===== config.mk =====
export PLATFORM = sky130hd
export DESIGN_NAME = clock_set_controller
export DESIGN_NICKNAME = d
export VERILOG_FILES = /design/src/rtl/clock_set_controller.sv
export SDC_FILE = /design/constraint.sdc
export NUM_CORES = 1
export LEC_CHECK = 0
export ABC_AREA = 1
export CELL_PAD_IN_SITES_DETAIL_PLACEMENT = 1
export CELL_PAD_IN_SITES_GLOBAL_PLACEMENT = 1
export CORE_MARGIN = 1
export CORE_UTILIZATION = 46
export CTS_BUF_LIST = sky130_fd_sc_hd__clkbuf_2
export DETAILED_ROUTE_END_ITERATION = 7
export PLACE_DENSITY = 0.88
export SYNTH_ARGS = -nofsm -noshare
export SYNTH_HDL_FRONTEND = slang
export SYNTH_SLANG_ARGS = --single-unit

===== constraint.sdc =====
create_clock -name ck -period 4.3 [get_ports ck]
set_input_delay 0.86 -clock ck [delete_from_list [all_inputs] [get_ports ck]]
set_output_delay 0.86 -clock ck [all_outputs]
set_load 0.005 [all_outputs]

===== src/rtl/clock_set_controller.sv =====
// clock_set_controller
//   Hours:minutes timekeeping for the wall clock plus the button-driven
//   time-set sequencer. The minute count advances on min_tick while running.
//   Two debounced buttons step through the set modes and increment the
//   selected field. Leaving set mode issues tick_clr, which re-phases the
//   upstream minute-enable counter.
//
//   Optional feature macro: CLOCK_SET_AUTO_REPEAT_EN
//     defined   -> a held btn_inc auto-repeats (HOLD_DELAY, then every REPEAT_PERIOD)
//     undefined -> exactly one increment per btn_inc rising edge
//
// Ports
//   ck        in   system clock, rising edge
//   reset     in   synchronous active-low reset
//   min_tick  in   one-cycle pulse per minute
//   btn_mode  in   debounced mode button (level)
//   btn_inc   in   debounced increment button (level)
//   hours     out  [4:0] 0..23
//   minutes   out  [5:0] 0..59
//   mode      out  [1:0] 0 RUN, 1 SET_HOURS, 2 SET_MINUTES
//   blink     out  blank strobe for the field being set
//   tick_clr  out  one-cycle pulse on SET_MINUTES -> RUN
//
// state          | meaning
// ST_RUN         | time advances on min_tick, btn_inc ignored
// ST_SET_HOURS   | time frozen, increments go to hours
// ST_SET_MINUTES | time frozen, increments go to minutes (no carry)

module clock_set_controller #(
  parameter int HOLD_DELAY    = 50_000_000,
  parameter int REPEAT_PERIOD = 20_000_000,
  parameter int BLINK_PERIOD  = 25_000_000,
  parameter int CNT_W         = 27
) (
  input  logic       ck,
  input  logic       reset,
  input  logic       min_tick,
  input  logic       btn_mode,
  input  logic       btn_inc,
  output logic [4:0] hours,
  output logic [5:0] minutes,
  output logic [1:0] mode,
  output logic       blink,
  output logic       tick_clr
);

  typedef enum logic [1:0] {
    ST_RUN         = 2'd0,
    ST_SET_HOURS   = 2'd1,
    ST_SET_MINUTES = 2'd2
  } state_t;

  state_t             r_state, w_state_nxt;
  logic [4:0]         r_hours, w_hours_nxt;
  logic [5:0]         r_minutes, w_minutes_nxt;
  logic               r_blink, w_blink_nxt;
  logic [CNT_W-1:0]   r_blink_cnt, w_blink_cnt_nxt;
  logic               r_tick_clr, w_tick_clr_nxt;
  logic               r_btn_mode_prev, r_btn_inc_prev;
  logic               w_mode_edge, w_inc_edge, w_in_set, w_rpt_evt, w_inc_evt;

`ifdef CLOCK_SET_AUTO_REPEAT_EN
  // Down-counter: 0 = idle, otherwise cycles left until the next repeat event.
  logic [CNT_W-1:0]   r_hold_cnt, w_hold_cnt_nxt;
`else
  logic [CNT_W-1:0]   w_unused_params;
  assign w_unused_params = CNT_W'(HOLD_DELAY) ^ CNT_W'(REPEAT_PERIOD);
`endif

  assign w_mode_edge = btn_mode & ~r_btn_mode_prev;
  assign w_inc_edge  = btn_inc & ~r_btn_inc_prev;
  assign w_in_set    = (r_state != ST_RUN);

`ifdef CLOCK_SET_AUTO_REPEAT_EN
  always_comb begin
    w_rpt_evt      = 1'b0;
    w_hold_cnt_nxt = r_hold_cnt;
    // A mode change or release always drops any pending repeat.
    if (!w_in_set || !btn_inc || w_mode_edge) begin
      w_hold_cnt_nxt = '0;
    end else if (w_inc_edge) begin
      w_hold_cnt_nxt = CNT_W'(HOLD_DELAY);
    end else if (r_hold_cnt == CNT_W'(1)) begin
      w_rpt_evt      = 1'b1;
      w_hold_cnt_nxt = CNT_W'(REPEAT_PERIOD);
    end else if (r_hold_cnt != '0) begin
      w_hold_cnt_nxt = r_hold_cnt - CNT_W'(1);
    end
  end
`else
  assign w_rpt_evt = 1'b0;
`endif

  // Mode change wins over a coincident increment.
  assign w_inc_evt = w_in_set & (w_inc_edge | w_rpt_evt) & ~w_mode_edge;

  always_comb begin
    w_state_nxt     = r_state;
    w_hours_nxt     = r_hours;
    w_minutes_nxt   = r_minutes;
    w_blink_nxt     = r_blink;
    w_blink_cnt_nxt = r_blink_cnt;
    w_tick_clr_nxt  = 1'b0;

    // Blink phase in set modes; overridden below on entry or in RUN.
    if (r_blink_cnt <= CNT_W'(1)) begin
      w_blink_nxt     = ~r_blink;
      w_blink_cnt_nxt = CNT_W'(BLINK_PERIOD);
    end else begin
      w_blink_cnt_nxt = r_blink_cnt - CNT_W'(1);
    end

    case (r_state)
      ST_RUN: begin
        w_blink_nxt     = 1'b0;
        w_blink_cnt_nxt = '0;
        if (min_tick) begin
          if (r_minutes == 6'd59) begin
            w_minutes_nxt = 6'd0;
            w_hours_nxt   = (r_hours == 5'd23) ? 5'd0 : r_hours + 5'd1;
          end else begin
            w_minutes_nxt = r_minutes + 6'd1;
          end
        end
        if (w_mode_edge) begin
          w_state_nxt     = ST_SET_HOURS;
          w_blink_cnt_nxt = CNT_W'(BLINK_PERIOD);
        end
      end
      ST_SET_HOURS: begin
        if (w_mode_edge) begin
          w_state_nxt     = ST_SET_MINUTES;
          w_blink_nxt     = 1'b0;
          w_blink_cnt_nxt = CNT_W'(BLINK_PERIOD);
        end else if (w_inc_evt) begin
          w_hours_nxt = (r_hours == 5'd23) ? 5'd0 : r_hours + 5'd1;
        end
      end
      ST_SET_MINUTES: begin
        if (w_mode_edge) begin
          w_state_nxt     = ST_RUN;
          w_tick_clr_nxt  = 1'b1;
          w_blink_nxt     = 1'b0;
          w_blink_cnt_nxt = '0;
        end else if (w_inc_evt) begin
          w_minutes_nxt = (r_minutes == 6'd59) ? 6'd0 : r_minutes + 6'd1;
        end
      end
      default: begin
        w_state_nxt     = ST_RUN;
        w_blink_nxt     = 1'b0;
        w_blink_cnt_nxt = '0;
      end
    endcase
  end

  always_ff @(posedge ck) begin
    if (!reset) begin
      r_state         <= ST_RUN;
      r_hours         <= 5'd0;
      r_minutes       <= 6'd0;
      r_blink         <= 1'b0;
      r_blink_cnt     <= '0;
      r_tick_clr      <= 1'b0;
      // Start high so a button held through reset is not seen as a press.
      r_btn_mode_prev <= 1'b1;
      r_btn_inc_prev  <= 1'b1;
    end else begin
      r_state         <= w_state_nxt;
      r_hours         <= w_hours_nxt;
      r_minutes       <= w_minutes_nxt;
      r_blink         <= w_blink_nxt;
      r_blink_cnt     <= w_blink_cnt_nxt;
      r_tick_clr      <= w_tick_clr_nxt;
      r_btn_mode_prev <= btn_mode;
      r_btn_inc_prev  <= btn_inc;
    end
  end

`ifdef CLOCK_SET_AUTO_REPEAT_EN
  always_ff @(posedge ck) begin
    if (!reset) r_hold_cnt <= '0;
    else        r_hold_cnt <= w_hold_cnt_nxt;
  end
`endif

  assign hours    = r_hours;
  assign minutes  = r_minutes;
  assign mode     = r_state;
  assign blink    = r_blink;
  assign tick_clr = r_tick_clr;

endmodule


==> results of run 1 <==
-- critical path, cell delays in order --
cell	delay, ns
clkdlybuf4s50_1	0.63
inv_2	0.15
nor2_1	0.11
inv_1	0.19
nor3_1	0.19
nand2_1	0.35
nor3_1	0.24
-- layer usage --
metal	global-route usage (%)	wire [um]	part of all wire, %
met1	34.2	3100	48
met2	43.2	3130	48
met3	4.61	187	2.9
met4	5.56	55	0.85
met5	0	0	0
-- how the worst max path moves through the flow --
stage / depth (start not counted) / startpoint / slack, ns / to
5_1_grt: 7 / reset / 1.75 / r_blink_cnt[3]
2_1_floorplan: 7 / btn_mode / 2.45 / minutes[3]
3_3_place_gp: 7 / reset / 1.56 / r_blink_cnt[3]
6_report: 7 / reset / 1.89 / r_blink_cnt[4]
4_1_cts: 7 / reset / 1.92 / r_blink_cnt[4]
3_5_place_dp: 7 / reset / 1.49 / r_blink_cnt[15]
-- logic make-up after synthesis --
kind of cell,synth area share [%]
adder cells (fa/ha/maj),4.18
buffers and inverters,7.58
AND/OR/NAND/NOR,37.2
XOR/XNOR,5.12
AO/OA/AOI/OAI,9.14
flip-flops,36.8
-- sequential cells by signal, indices dropped and copies added, names as in the netlist --
signal,flops
tick_clr,1
mode,2
r_blink_cnt,27
r_btn_mode_prev,1
hours,5
r_btn_inc_prev,1
blink,1
minutes,6
-- power groups by stage --
stage          clock, W  sequential (W)  combinational [W]
6_report       0.000166        0.000443           0.000326
5_1_grt        0.000185        0.000446           0.000362
4_1_cts        0.000173        0.000443           0.000328
3_5_place_dp          0        0.000451           0.000326
3_3_place_gp          0        0.000450           0.000312
2_1_floorplan         0        0.000446           0.000254
-- synthesized netlist by cell type --
| library cell | number |
|---|---|
| nor2_1 | 70 |
| nand2_1 | 66 |
| dfxtp_1 | 44 |
| inv_1 | 39 |
| a21oi_1 | 29 |
| nand3_1 | 24 |
| nor2_2 | 11 |
| nor3_1 | 11 |
| o21ai_0 | 11 |
| ha_1 | 8 |
| xnor2_1 | 8 |
| xor2_1 | 6 |
| nand2_2 | 4 |
| nand4_1 | 4 |
| nor2_4 | 3 |
| or2_2 | 3 |
| clkbuf_1 | 2 |
| nand3b_1 | 2 |
| or2_1 | 2 |
| a31oi_1 | 1 |
| buf_2 | 1 |
| buf_4 | 1 |
| buf_6 | 1 |
| inv_2 | 1 |
| o21a_1 | 1 |
| o21ai_1 | 1 |
| or2_0 | 1 |
-- layout make-up --
class                           count  area (um2)  share of cell area, %
Clock buffer                        5        25.0                  0.935
Clock inverter                      2        7.51                  0.280
Inverter                           40         150                   5.61
Multi-Input combinational cell    266        1330                   49.8
Sequential cell                    44         881                   32.9
Tap cell                           67        83.8                   3.13
Timing Repair Buffer               20         198                   7.38
-- cell usage in the layout, fill, tap and decap left out, types with 2 or more instances in the layout --
master	count
a21oi_1	29
clkbuf_2	5
clkdlybuf4s50_1	19
clkinv_1	2
dfxtp_1	44
ha_1	8
inv_1	39
nand2_1	66
nand2_2	4
nand3_1	24
nand3b_1	2
nand4_1	4
nor2_1	70
nor2_2	11
nor2_4	3
nor3_1	11
o21ai_0	11
or2_1	2
or2_2	3
xnor2_1	8
xor2_1	6
-- stage by stage --
step / setup WS (ns) / total power, W / cell area [um2] / hold slack [ns]
global route: 1.75 / 0.000993 / 2680 / 0.509
floorplan: 2.45 / 0.000700 / 2390 / 0.417
CTS: 1.92 / 0.000944 / 2680 / 0.478
detailed placement: 1.49 / 0.000777 / 2650 / 0.440
global placement: 1.56 / 0.000762 / 2650 / 0.429
finish: 1.89 / 0.000935 / 2680 / 0.488
==> impl_metrics.prom, run 1 <==
# TYPE chip_impl_metric gauge
chip_impl_metric{name="design.core.area",unit="mm2"} 0.00488
chip_impl_metric{name="post_synth_num_cell_types",unit=""} 27
chip_impl_metric{name="drive_above_1_share",unit="%"} 7.43
chip_impl_metric{name="regToRegSetupSlack",unit="ns"} 2.10
chip_impl_metric{name="setup-tns-final",unit="ns"} 0
chip_impl_metric{name="design.portCount",unit=""} 20
chip_impl_metric{name="clkLatencyLatePin",unit="ns"} 0.41
chip_impl_metric{name="maximum_vdd_drop",unit="uV"} 160
chip_impl_metric{name="routed-via-count",unit=""} 2291
chip_impl_metric{name="first_global_vias",unit=""} 2243
chip_impl_metric{name="worstPathArrival",unit="ns"} 2.73
chip_impl_metric{name="p_sw",unit="W"} 0.000356
chip_impl_metric{name="gr-total-overflow",unit=""} 0
chip_impl_metric{name="grt_antenna_before_repair",unit=""} 0
chip_impl_info{name="worst_hold_startpoint",value="r_blink_cnt[0]"} 1
chip_impl_metric{name="diodes",unit=""} 0
chip_impl_metric{name="intPower",unit="W"} 0.000579
chip_impl_metric{name="route.final.wire_length",unit="um"} 6470
chip_impl_metric{name="vias_per_cell",unit=""} 5.16
chip_impl_metric{name="syn_to_final_growth",unit="%"} 11.8
chip_impl_metric{name="buffer_ports.inserted",unit=""} 19
chip_impl_metric{name="cts_hold_buffers",unit=""} 0
chip_impl_metric{name="synth-warning-count",unit=""} 0
chip_impl_metric{name="drtPass1Iterations",unit=""} 4
chip_impl_metric{name="hold_viol",unit=""} 0
chip_impl_metric{name="route.antenna.remaining_nets",unit=""} 0
chip_impl_metric{name="hpwl",unit="um"} 5140
chip_impl_metric{name="clkTransAtPathRegs",unit="ns"} 0.23
chip_impl_metric{name="syn_nets",unit=""} 368
chip_impl_info{name="timing.rr.start",value="mode[0]"} 1
chip_impl_metric{name="clock_skew",unit="ns"} 0.0240
chip_impl_metric{name="clock_sinks",unit=""} 44
chip_impl_metric{name="fp.dieArea",unit="mm2"} 0.00550
chip_impl_metric{name="synth.ff_latch_count",unit=""} 44
chip_impl_metric{name="worst-path-max-fanout",unit=""} 15
chip_impl_metric{name="avgSynthCellArea",unit="um2"} 6.75
chip_impl_metric{name="power_frac_clock",unit="%"} 17.8
chip_impl_metric{name="maxCapViolCount",unit=""} 0
chip_impl_info{name="start_kind",value="primary input"} 1
chip_impl_metric{name="slew_of_the_pin_with_the_lowest_slew_margin",unit="ns"} 0.628
chip_impl_metric{name="cts.path.max_buffers",unit=""} 2
chip_impl_metric{name="setup-violations-final",unit=""} 0
chip_impl_metric{name="timing.final.crit_share",unit="%"} 56.0
chip_impl_metric{name="syn-cell-area",unit="mm2"} 0.00239
chip_impl_metric{name="finalNonFillerCells",unit=""} 444
chip_impl_metric{name="final.fill_count",unit=""} 687
chip_impl_info{name="ff_to_ff_end",value="minutes[3]"} 1
chip_impl_metric{name="maxClockFrequency",unit="GHz"} 0.416
chip_impl_metric{name="gpl.final_weighted_congestion",unit=""} 0.835
chip_impl_metric{name="power.leakage",unit="nW"} 1.21
chip_impl_metric{name="power.sequential.fraction",unit="%"} 47.3
chip_impl_metric{name="dr.first_iter.drc_count",unit=""} 95
chip_impl_metric{name="power_density",unit="mW/mm2"} 349
chip_impl_metric{name="switching_share",unit="%"} 38.1
chip_impl_metric{name="slew_viol_final",unit=""} 0
chip_impl_metric{name="worstPathRequired",unit="ns"} 4.63
chip_impl_metric{name="fp-row-count",unit=""} 25
chip_impl_metric{name="track_usage",unit="%"} 25.6
chip_impl_info{name="tritoncts",value="yes"} 1
chip_impl_metric{name="post-route-min-period",unit="ns"} 2.41
chip_impl_metric{name="synth-seq-area-share",unit="%"} 36.8
chip_impl_metric{name="rr_worst_depth",unit=""} 9
chip_impl_info{name="setup.worst_path.end_class",value="flip-flop"} 1
chip_impl_metric{name="post_cts.repair.setup_buffers",unit=""} 0
chip_impl_metric{name="numCtsBuffers",unit=""} 5
chip_impl_metric{name="dieWidth",unit="um"} 74.2
chip_impl_metric{name="post_cts.resized_instances",unit=""} 0
chip_impl_metric{name="finalCoreUtilization",unit="%"} 54.9
chip_impl_metric{name="floorplan.die.height",unit="um"} 74.2
chip_impl_metric{name="post-place-cells",unit=""} 437
chip_impl_info{name="timing.hold.worst.class",value="flip-flop to flip-flop"} 1
chip_impl_info{name="rsz0062_at_grt",value="no"} 1
chip_impl_metric{name="grt_pass1_wl",unit="um"} 10600
chip_impl_metric{name="htree_num_levels",unit=""} 2
chip_impl_info{name="critPathKind",value="primary input to flip-flop"} 1
chip_impl_metric{name="synth_cells",unit=""} 355
chip_impl_metric{name="synth_largest_type_area_fraction",unit="%"} 36.8
chip_impl_metric{name="drc",unit=""} 0
chip_impl_metric{name="final_nets",unit=""} 390
chip_impl_metric{name="starting_density_of_the_core",unit="%"} 49.1
chip_impl_info{name="clock_tree.root_cell",value="clkbuf_2"} 1
chip_impl_metric{name="worst_slew_margin_rel",unit="%"} 58.0
chip_impl_metric{name="grt_max_degree",unit=""} 16
chip_impl_info{name="worst_hold_path_ep",value="r_blink_cnt[0]"} 1
chip_impl_info{name="ys_top_cells_by_area",value="dfxtp_1 (37%), nor2_1 (11%), nand2_1 (10%)"} 1
chip_impl_metric{name="min_path_cells",unit=""} 1
chip_impl_metric{name="power.share.combinational",unit="%"} 34.9
chip_impl_info{name="synth_top_area_cell",value="dfxtp_1"} 1
chip_impl_info{name="outcome",value="finished clean"} 1
chip_impl_metric{name="routedWlPerCell",unit="um"} 14.6
(Power assumes the default switching activity.)
==> run 2: changes to the inputs <==
--- a/config.mk
+++ b/config.mk
@@ -9,10 +9,10 @@
 export CELL_PAD_IN_SITES_DETAIL_PLACEMENT = 1
 export CELL_PAD_IN_SITES_GLOBAL_PLACEMENT = 1
 export CORE_MARGIN = 1
-export CORE_UTILIZATION = 46
+export CORE_UTILIZATION = 43
 export CTS_BUF_LIST = sky130_fd_sc_hd__clkbuf_2
 export DETAILED_ROUTE_END_ITERATION = 7
-export PLACE_DENSITY = 0.88
+export PLACE_DENSITY = 0.83
 export SYNTH_ARGS = -nofsm -noshare
 export SYNTH_HDL_FRONTEND = slang
 export SYNTH_SLANG_ARGS = --single-unit
==> constraint.sdc (replaced) <==
create_clock -name ck -period 2.4 [get_ports ck]
set_input_delay 0.48 -clock ck [delete_from_list [all_inputs] [get_ports ck]]
set_output_delay 0.48 -clock ck [all_outputs]
set_load 0.005 [all_outputs]
==> run 2 against run 1 <==
Sequential share of layout area shrank 0.82 points. Design area grew 2.6%. Global-route usage shrank 1.5 points. Flip-flop and latch count unchanged. Routed wire length grew 0.53%. Clock skew decreased by 0.0083 ns. Die area up 6.8%. Critical endpoint is now minutes[3]. Largest cell class unchanged.
==> impl_metrics.prom, run 2 (synthesized netlist as in run 1, its figures left out) <==
# TYPE chip_impl_metric gauge
chip_impl_info{name="worst_hold_path_ep",value="r_blink_cnt[0]"} 1
chip_impl_info{name="layout.cells.most_common_list",value="nor2_1 (70), nand2_1 (66), dfxtp_1 (44), inv_1 (39), a21oi_1 (29)"} 1
chip_impl_metric{name="fp.dieArea",unit="mm2"} 0.00587
chip_impl_metric{name="worst-path-max-fanout",unit=""} 8
chip_impl_metric{name="hold_viol",unit=""} 0
chip_impl_metric{name="maximum_vdd_drop",unit="uV"} 310
chip_impl_metric{name="buffer_ports.inserted",unit=""} 19
chip_impl_info{name="tritoncts",value="yes"} 1
chip_impl_metric{name="grt_pass1_wl",unit="um"} 11100
chip_impl_info{name="worst_hold_startpoint",value="r_blink_cnt[0]"} 1
chip_impl_metric{name="post-route-min-period",unit="ns"} 1.99
chip_impl_metric{name="worstPathArrival",unit="ns"} 2.35
chip_impl_metric{name="design.core.area",unit="mm2"} 0.00524
chip_impl_metric{name="regToRegSetupSlack",unit="ns"} 0.41
chip_impl_metric{name="hold_ws",unit="ns"} 0.482
chip_impl_metric{name="floorplan.die.height",unit="um"} 76.6
chip_impl_metric{name="clkTransAtPathRegs",unit="ns"} 0.23
chip_impl_metric{name="setup-tns-final",unit="ns"} 0
chip_impl_metric{name="htree_num_levels",unit=""} 2
chip_impl_metric{name="final_nets",unit=""} 394
chip_impl_metric{name="design.portCount",unit=""} 20
chip_impl_metric{name="timing.final.crit_share",unit="%"} 82.7
chip_impl_metric{name="worst_slew_margin_rel",unit="%"} 59.2
chip_impl_metric{name="grt_max_degree",unit=""} 16
chip_impl_metric{name="syn_to_final_growth",unit="%"} 14.7
chip_impl_metric{name="cts_hold_buffers",unit=""} 0
chip_impl_metric{name="slew_of_the_pin_with_the_lowest_slew_margin",unit="ns"} 0.610
chip_impl_metric{name="finalNonFillerCells",unit=""} 452
chip_impl_metric{name="clock_sinks",unit=""} 44
chip_impl_metric{name="finish.instance_area",unit="mm2"} 0.00275
chip_impl_info{name="ff_to_ff_end",value="minutes[3]"} 1
chip_impl_metric{name="power.leakage",unit="nW"} 1.24
chip_impl_metric{name="vias_per_cell",unit=""} 5.10
chip_impl_metric{name="clkLatencyLatePin",unit="ns"} 0.44
chip_impl_metric{name="power_density",unit="mW/mm2"} 666
chip_impl_metric{name="first_global_vias",unit=""} 2422
chip_impl_info{name="clock_tree.root_cell",value="clkbuf_2"} 1
chip_impl_metric{name="diodes",unit=""} 0
chip_impl_metric{name="grt_antenna_before_repair",unit=""} 0
chip_impl_metric{name="route.final.wire_length",unit="um"} 6510
chip_impl_metric{name="routedWlPerCell",unit="um"} 14.4
chip_impl_metric{name="post-place-cells",unit=""} 444
chip_impl_metric{name="post_cts.repair.setup_buffers",unit=""} 0
chip_impl_metric{name="grt_util_met1",unit="%"} 30.6
chip_impl_metric{name="setup-violations-final",unit=""} 0
chip_impl_metric{name="min_path_cells",unit=""} 1
chip_impl_metric{name="maxCapViolCount",unit=""} 0
chip_impl_metric{name="slew_viol_final",unit=""} 0
chip_impl_info{name="globalRoute.busiestLayer",value="met2"} 1
chip_impl_metric{name="final.fill_count",unit=""} 737
chip_impl_metric{name="numCtsBuffers",unit=""} 5
chip_impl_metric{name="dr.first_iter.drc_count",unit=""} 101
chip_impl_metric{name="worstPathRequired",unit="ns"} 2.76
chip_impl_metric{name="rr_worst_depth",unit=""} 9
chip_impl_metric{name="post_cts.resized_instances",unit=""} 0
chip_impl_metric{name="routed-via-count",unit=""} 2306
chip_impl_metric{name="fp-row-count",unit=""} 26
chip_impl_metric{name="dieWidth",unit="um"} 76.6
chip_impl_info{name="critPathKind",value="flip-flop to flip-flop"} 1
chip_impl_metric{name="largest_register_ff_count",unit=""} 27
chip_impl_info{name="rsz0062_at_grt",value="no"} 1
chip_impl_info{name="layout.cells.most_common",value="nor2_1"} 1
chip_impl_metric{name="gr-total-overflow",unit=""} 0
chip_impl_metric{name="grtUsageMet3",unit="%"} 4.67
chip_impl_metric{name="detailed_place.area",unit="mm2"} 0.00268
chip_impl_metric{name="clock_skew",unit="ns"} 0.0157
chip_impl_info{name="timing.hold.worst.class",value="flip-flop to flip-flop"} 1
chip_impl_metric{name="drc",unit=""} 0
chip_impl_metric{name="maxClockFrequency",unit="GHz"} 0.504
chip_impl_metric{name="drive_above_1_share",unit="%"} 9.16
chip_impl_info{name="start_kind",value="flip-flop"} 1
chip_impl_metric{name="drtPass1Iterations",unit=""} 4
chip_impl_metric{name="route.antenna.remaining_nets",unit=""} 0
chip_impl_metric{name="hpwl",unit="um"} 5080
chip_impl_info{name="registers.top_by_ff_count",value="r_blink_cnt"} 1
chip_impl_metric{name="track_usage",unit="%"} 24.2
chip_impl_metric{name="total_power",unit="W"} 0.00183
chip_impl_info{name="setup.worst_path.end_class",value="flip-flop"} 1
chip_impl_info{name="timing.rr.start",value="mode[0]"} 1
chip_impl_info{name="outcome",value="finished clean"} 1
chip_impl_info{name="setup.worst_path.start",value="mode[0]"} 1
chip_impl_metric{name="starting_density_of_the_core",unit="%"} 45.7
chip_impl_metric{name="globalRouteMet2Util",unit="%"} 40.0
chip_impl_metric{name="cts.path.max_buffers",unit=""} 2
chip_impl_metric{name="gpl.final_weighted_congestion",unit=""} 0.828
-- run 2: routing by layer --
layer  wire [um]  vias up  part of all wire [%]
met5           0        -                     0
met4         114        0                   1.8
met3         175       11                   2.7
met2        3020       23                    46
met1        3200     1098                    49
li1            -     1174                     -
-- run 2: worst max path at each step --
stage	cells after the start	slack, ns	end
6_report	9	0.41	minutes[3]
5_1_grt	9	0.17	minutes[3]
4_1_cts	9	0.40	minutes[3]
3_5_place_dp	8	0.24	minutes[3]
3_3_place_gp	8	0.30	minutes[3]
2_1_floorplan	9	0.74	minutes[3]
-- run 2: cell type report --
cell class	count	area, um2	area share [%]
multi-input cells	266	1330	48.5
flip-flops and latches	44	881	32.1
repair buffers	24	228	8.29
inverters	40	150	5.47
well taps	70	87.6	3.19
clock inverters	3	42.5	1.55
clock buffers	5	25.0	0.911
-- run 2: power by group --
group	switching [W]	total, W	internal, W
combinational	0.000375	0.000600	0.000225
sequential	0.0000309	0.000793	0.000762
clock	0.000262	0.000436	0.000174
total	0.000668	0.00183	0.00116
-- run 2: through the flow --
step                setup WS (ns)  utilization [%]
floorplan                   0.736                -
global placement            0.298             51.1
detailed placement          0.244             51.1
CTS                         0.398             52.4
global route                0.173             52.4
finish                      0.415             52.4
-- run 2: critical path, stage by stage, from the launching register on --
cell	delay, ns
dfxtp_1	0.47
inv_1	0.09
ha_1	0.25
inv_1	0.13
nor2_1	0.08
a21oi_1	0.13
nand2_1	0.18
o21ai_0	0.40
a21oi_1	0.08
o21a_1	0.12
==> run 3: changes to the inputs <==
--- a/config.mk
+++ b/config.mk
@@ -9,10 +9,10 @@
 export CELL_PAD_IN_SITES_DETAIL_PLACEMENT = 1
 export CELL_PAD_IN_SITES_GLOBAL_PLACEMENT = 1
 export CORE_MARGIN = 1
-export CORE_UTILIZATION = 43
+export CORE_UTILIZATION = 39
 export CTS_BUF_LIST = sky130_fd_sc_hd__clkbuf_2
 export DETAILED_ROUTE_END_ITERATION = 7
-export PLACE_DENSITY = 0.83
+export PLACE_DENSITY = 0.79
 export SYNTH_ARGS = -nofsm -noshare
 export SYNTH_HDL_FRONTEND = slang
 export SYNTH_SLANG_ARGS = --single-unit
==> constraint.sdc (replaced) <==
create_clock -name ck -period 1.6 [get_ports ck]
set_input_delay 0.32 -clock ck [delete_from_list [all_inputs] [get_ports ck]]
set_output_delay 0.32 -clock ck [all_outputs]
set_load 0.005 [all_outputs]
==> run 3 against run 2 <==
Cell count up 10%. Sequential share of layout area down 4.0 points. Die area up 10%. Flip-flop and latch count unchanged. Largest cell class unchanged. Clock skew down 0.0039 ns. Count of clock-buffer cells in the layout up 1.
==> impl_metrics.prom, run 3 (synthesized netlist as in run 1, its figures left out) <==
# TYPE chip_impl_metric gauge
chip_impl_metric{name="detailedPlace.worstSlack",unit="ns"} -0.223
chip_impl_metric{name="largest_register_ff_count",unit=""} 27
chip_impl_metric{name="clock_sinks",unit=""} 44
chip_impl_metric{name="syn_to_final_growth",unit="%"} 42.0
chip_impl_metric{name="worstPathArrival",unit="ns"} 1.93
chip_impl_info{name="cp_slowest_cell",value="dfxtp_4"} 1
chip_impl_metric{name="starting_density_of_the_core",unit="%"} 40.4
chip_impl_metric{name="htree_num_levels",unit=""} 2
chip_impl_metric{name="maxCapViolCount",unit=""} 0
chip_impl_info{name="crit_chain",value="inv_2 > ha_4 > nor2_4 > nand3_2 > nand2_2 > nand2_2 > buf_4 > inv_2 > nand4_1 > a21oi_1"} 1
chip_impl_info{name="clock_tree.root_cell",value="clkbuf_2"} 1
chip_impl_metric{name="grt_antenna_before_repair",unit=""} 0
chip_impl_metric{name="clkTransAtPathRegs",unit="ns"} 0.24
chip_impl_metric{name="post-route-min-period",unit="ns"} 1.59
chip_impl_metric{name="fp-row-count",unit=""} 28
chip_impl_metric{name="crit_path_setup_slack_layout",unit="ns"} 0.00996
chip_impl_metric{name="total_power",unit="W"} 0.00301
chip_impl_metric{name="gpl.final_weighted_congestion",unit=""} 0.832
chip_impl_info{name="path_delay_family",value="simple AND/OR/NAND/NOR gates"} 1
chip_impl_metric{name="first_global_vias",unit=""} 2506
chip_impl_metric{name="setup-violations-final",unit=""} 0
chip_impl_metric{name="dr.first_iter.drc_count",unit=""} 93
chip_impl_metric{name="design.core.area",unit="mm2"} 0.00592
chip_impl_metric{name="cts.path.max_buffers",unit=""} 2
chip_impl_metric{name="drtPass1Iterations",unit=""} 4
chip_impl_info{name="layout.cells.most_common",value="nand2_1"} 1
chip_impl_metric{name="power_density",unit="mW/mm2"} 884
chip_impl_metric{name="vias_per_cell",unit=""} 5.10
chip_impl_metric{name="critical_path.n_buffers_inverters",unit=""} 3
chip_impl_metric{name="hpwl",unit="um"} 4980
chip_impl_metric{name="worst_slew_margin_rel",unit="%"} 79.4
chip_impl_info{name="outcome",value="finished clean"} 1
chip_impl_info{name="registers.top_by_ff_count",value="r_blink_cnt"} 1
chip_impl_metric{name="drive_above_1_share",unit="%"} 39.8
chip_impl_metric{name="critical-path-max-stage-delay",unit="ns"} 0.41
chip_impl_info{name="critPathKind",value="flip-flop to flip-flop"} 1
chip_impl_metric{name="hold_viol",unit=""} 0
chip_impl_metric{name="power.leakage",unit="nW"} 1.60
chip_impl_metric{name="buffer_ports.inserted",unit=""} 19
chip_impl_metric{name="route.antenna.remaining_nets",unit=""} 0
chip_impl_metric{name="grt_pass1_wl",unit="um"} 11300
chip_impl_metric{name="maxClockFrequency",unit="GHz"} 0.629
chip_impl_metric{name="post-place-cells",unit=""} 466
chip_impl_metric{name="track_usage",unit="%"} 22.6
chip_impl_info{name="setup.worst_path.end_class",value="flip-flop"} 1
chip_impl_metric{name="route.final.wire_length",unit="um"} 7810
chip_impl_metric{name="routed-via-count",unit=""} 2537
chip_impl_metric{name="hold_ws",unit="ns"} 0.446
chip_impl_metric{name="floorplan.die.height",unit="um"} 80.4
chip_impl_metric{name="slew_of_the_pin_with_the_lowest_slew_margin",unit="ns"} 0.306
chip_impl_metric{name="routedWlPerCell",unit="um"} 15.7
chip_impl_metric{name="clock_skew",unit="ns"} 0.0118
chip_impl_info{name="start_kind",value="flip-flop"} 1
chip_impl_metric{name="worstPathRequired",unit="ns"} 1.94
chip_impl_metric{name="maximum_vdd_drop",unit="uV"} 464
chip_impl_metric{name="gr-total-overflow",unit=""} 0
chip_impl_metric{name="numCtsBuffers",unit=""} 5
chip_impl_info{name="rsz0062_at_grt",value="yes"} 1
chip_impl_metric{name="drc",unit=""} 0
chip_impl_metric{name="design.portCount",unit=""} 20
chip_impl_metric{name="diodes",unit=""} 0
chip_impl_info{name="layout.cells.most_common_list",value="nand2_1 (54), nor2_1 (52), buf_4 (42), inv_1 (31), dfxtp_2 (23)"} 1
chip_impl_metric{name="finalNonFillerCells",unit=""} 497
chip_impl_metric{name="slew_viol_final",unit=""} 0
chip_impl_metric{name="worst-path-max-fanout",unit=""} 5
chip_impl_metric{name="timing.final.crit_share",unit="%"} 99.4
chip_impl_metric{name="fp.dieArea",unit="mm2"} 0.00646
chip_impl_info{name="timing.hold.worst.class",value="flip-flop to flip-flop"} 1
chip_impl_metric{name="clkLatencyLatePin",unit="ns"} 0.41
chip_impl_metric{name="grt_max_degree",unit=""} 16
chip_impl_info{name="tritoncts",value="yes"} 1
chip_impl_metric{name="final_nets",unit=""} 434
chip_impl_metric{name="dieWidth",unit="um"} 80.4
-- run 3: worst reg2reg max path: cells and delay by family (launching register included) --
family / cells / cell delay (ns)
buf+inv: 3 / 0.28
simple gates: 5 / 0.47
flops: 1 / 0.41
fa+ha+maj: 1 / 0.17
compound gates: 1 / 0.20
-- run 3: stage by stage --
stage	instance area [um2]	setup TNS, ns	util (%)
after global placement	2830	-1.58	47.7
after detailed placement	2830	-3.99	47.7
final	3400	0	57.4
after floorplan	2390	0	-
after global routing	3400	-0.574	57.4
after CTS	3000	-0.0786	50.7
-- run 3: timing repair --
item | in CTS | in global routing
buffers inserted | 12 | 11
setup endpoints to repair | 40 | 39
hold buffers | 0 | 0
resized for setup | 42 | 104
cloned | 0 | 0
pin swaps | 5 | 21
-- run 3: power by group --
group / switching [W] / internal [W]
Combinational: 0.000672 / 0.000486
Clock: 0.000386 / 0.000269
Sequential: 0.0000576 / 0.00114
Total: 0.00112 / 0.00189
-- run 3: path summary, 6_finish.rpt --
check / from / to / slack (ns) / depth (start not counted)
max reg2reg: mode[1] / minutes[2] / 0.01 / 10
min: r_blink_cnt[0] / r_blink_cnt[0] / 0.45 / 1
max: mode[1] / minutes[2] / 0.01 / 10
min reg2reg: r_blink_cnt[0] / r_blink_cnt[0] / 0.45 / 1
-- run 3: area by class of cell --
cell class | instances | area, um2
tap | 75 | 93.8
fill | 766 | 2520
multi-input combinational | 266 | 1600
inverter | 40 | 150
clock buffer | 6 | 30.0
clock inverter | 2 | 35.0
sequential | 44 | 955
timing repair buffer | 64 | 533
-- run 3: layer usage --
metal / track usage [%] / vias up / share of wire [%]
met4: 6.61 / 0 / 1.0
met2: 40.6 / 45 / 53
met1: 27.4 / 1229 / 43
met5: 0 / - / 0
li1: - / 1253 / -
met3: 3.64 / 10 / 3.1
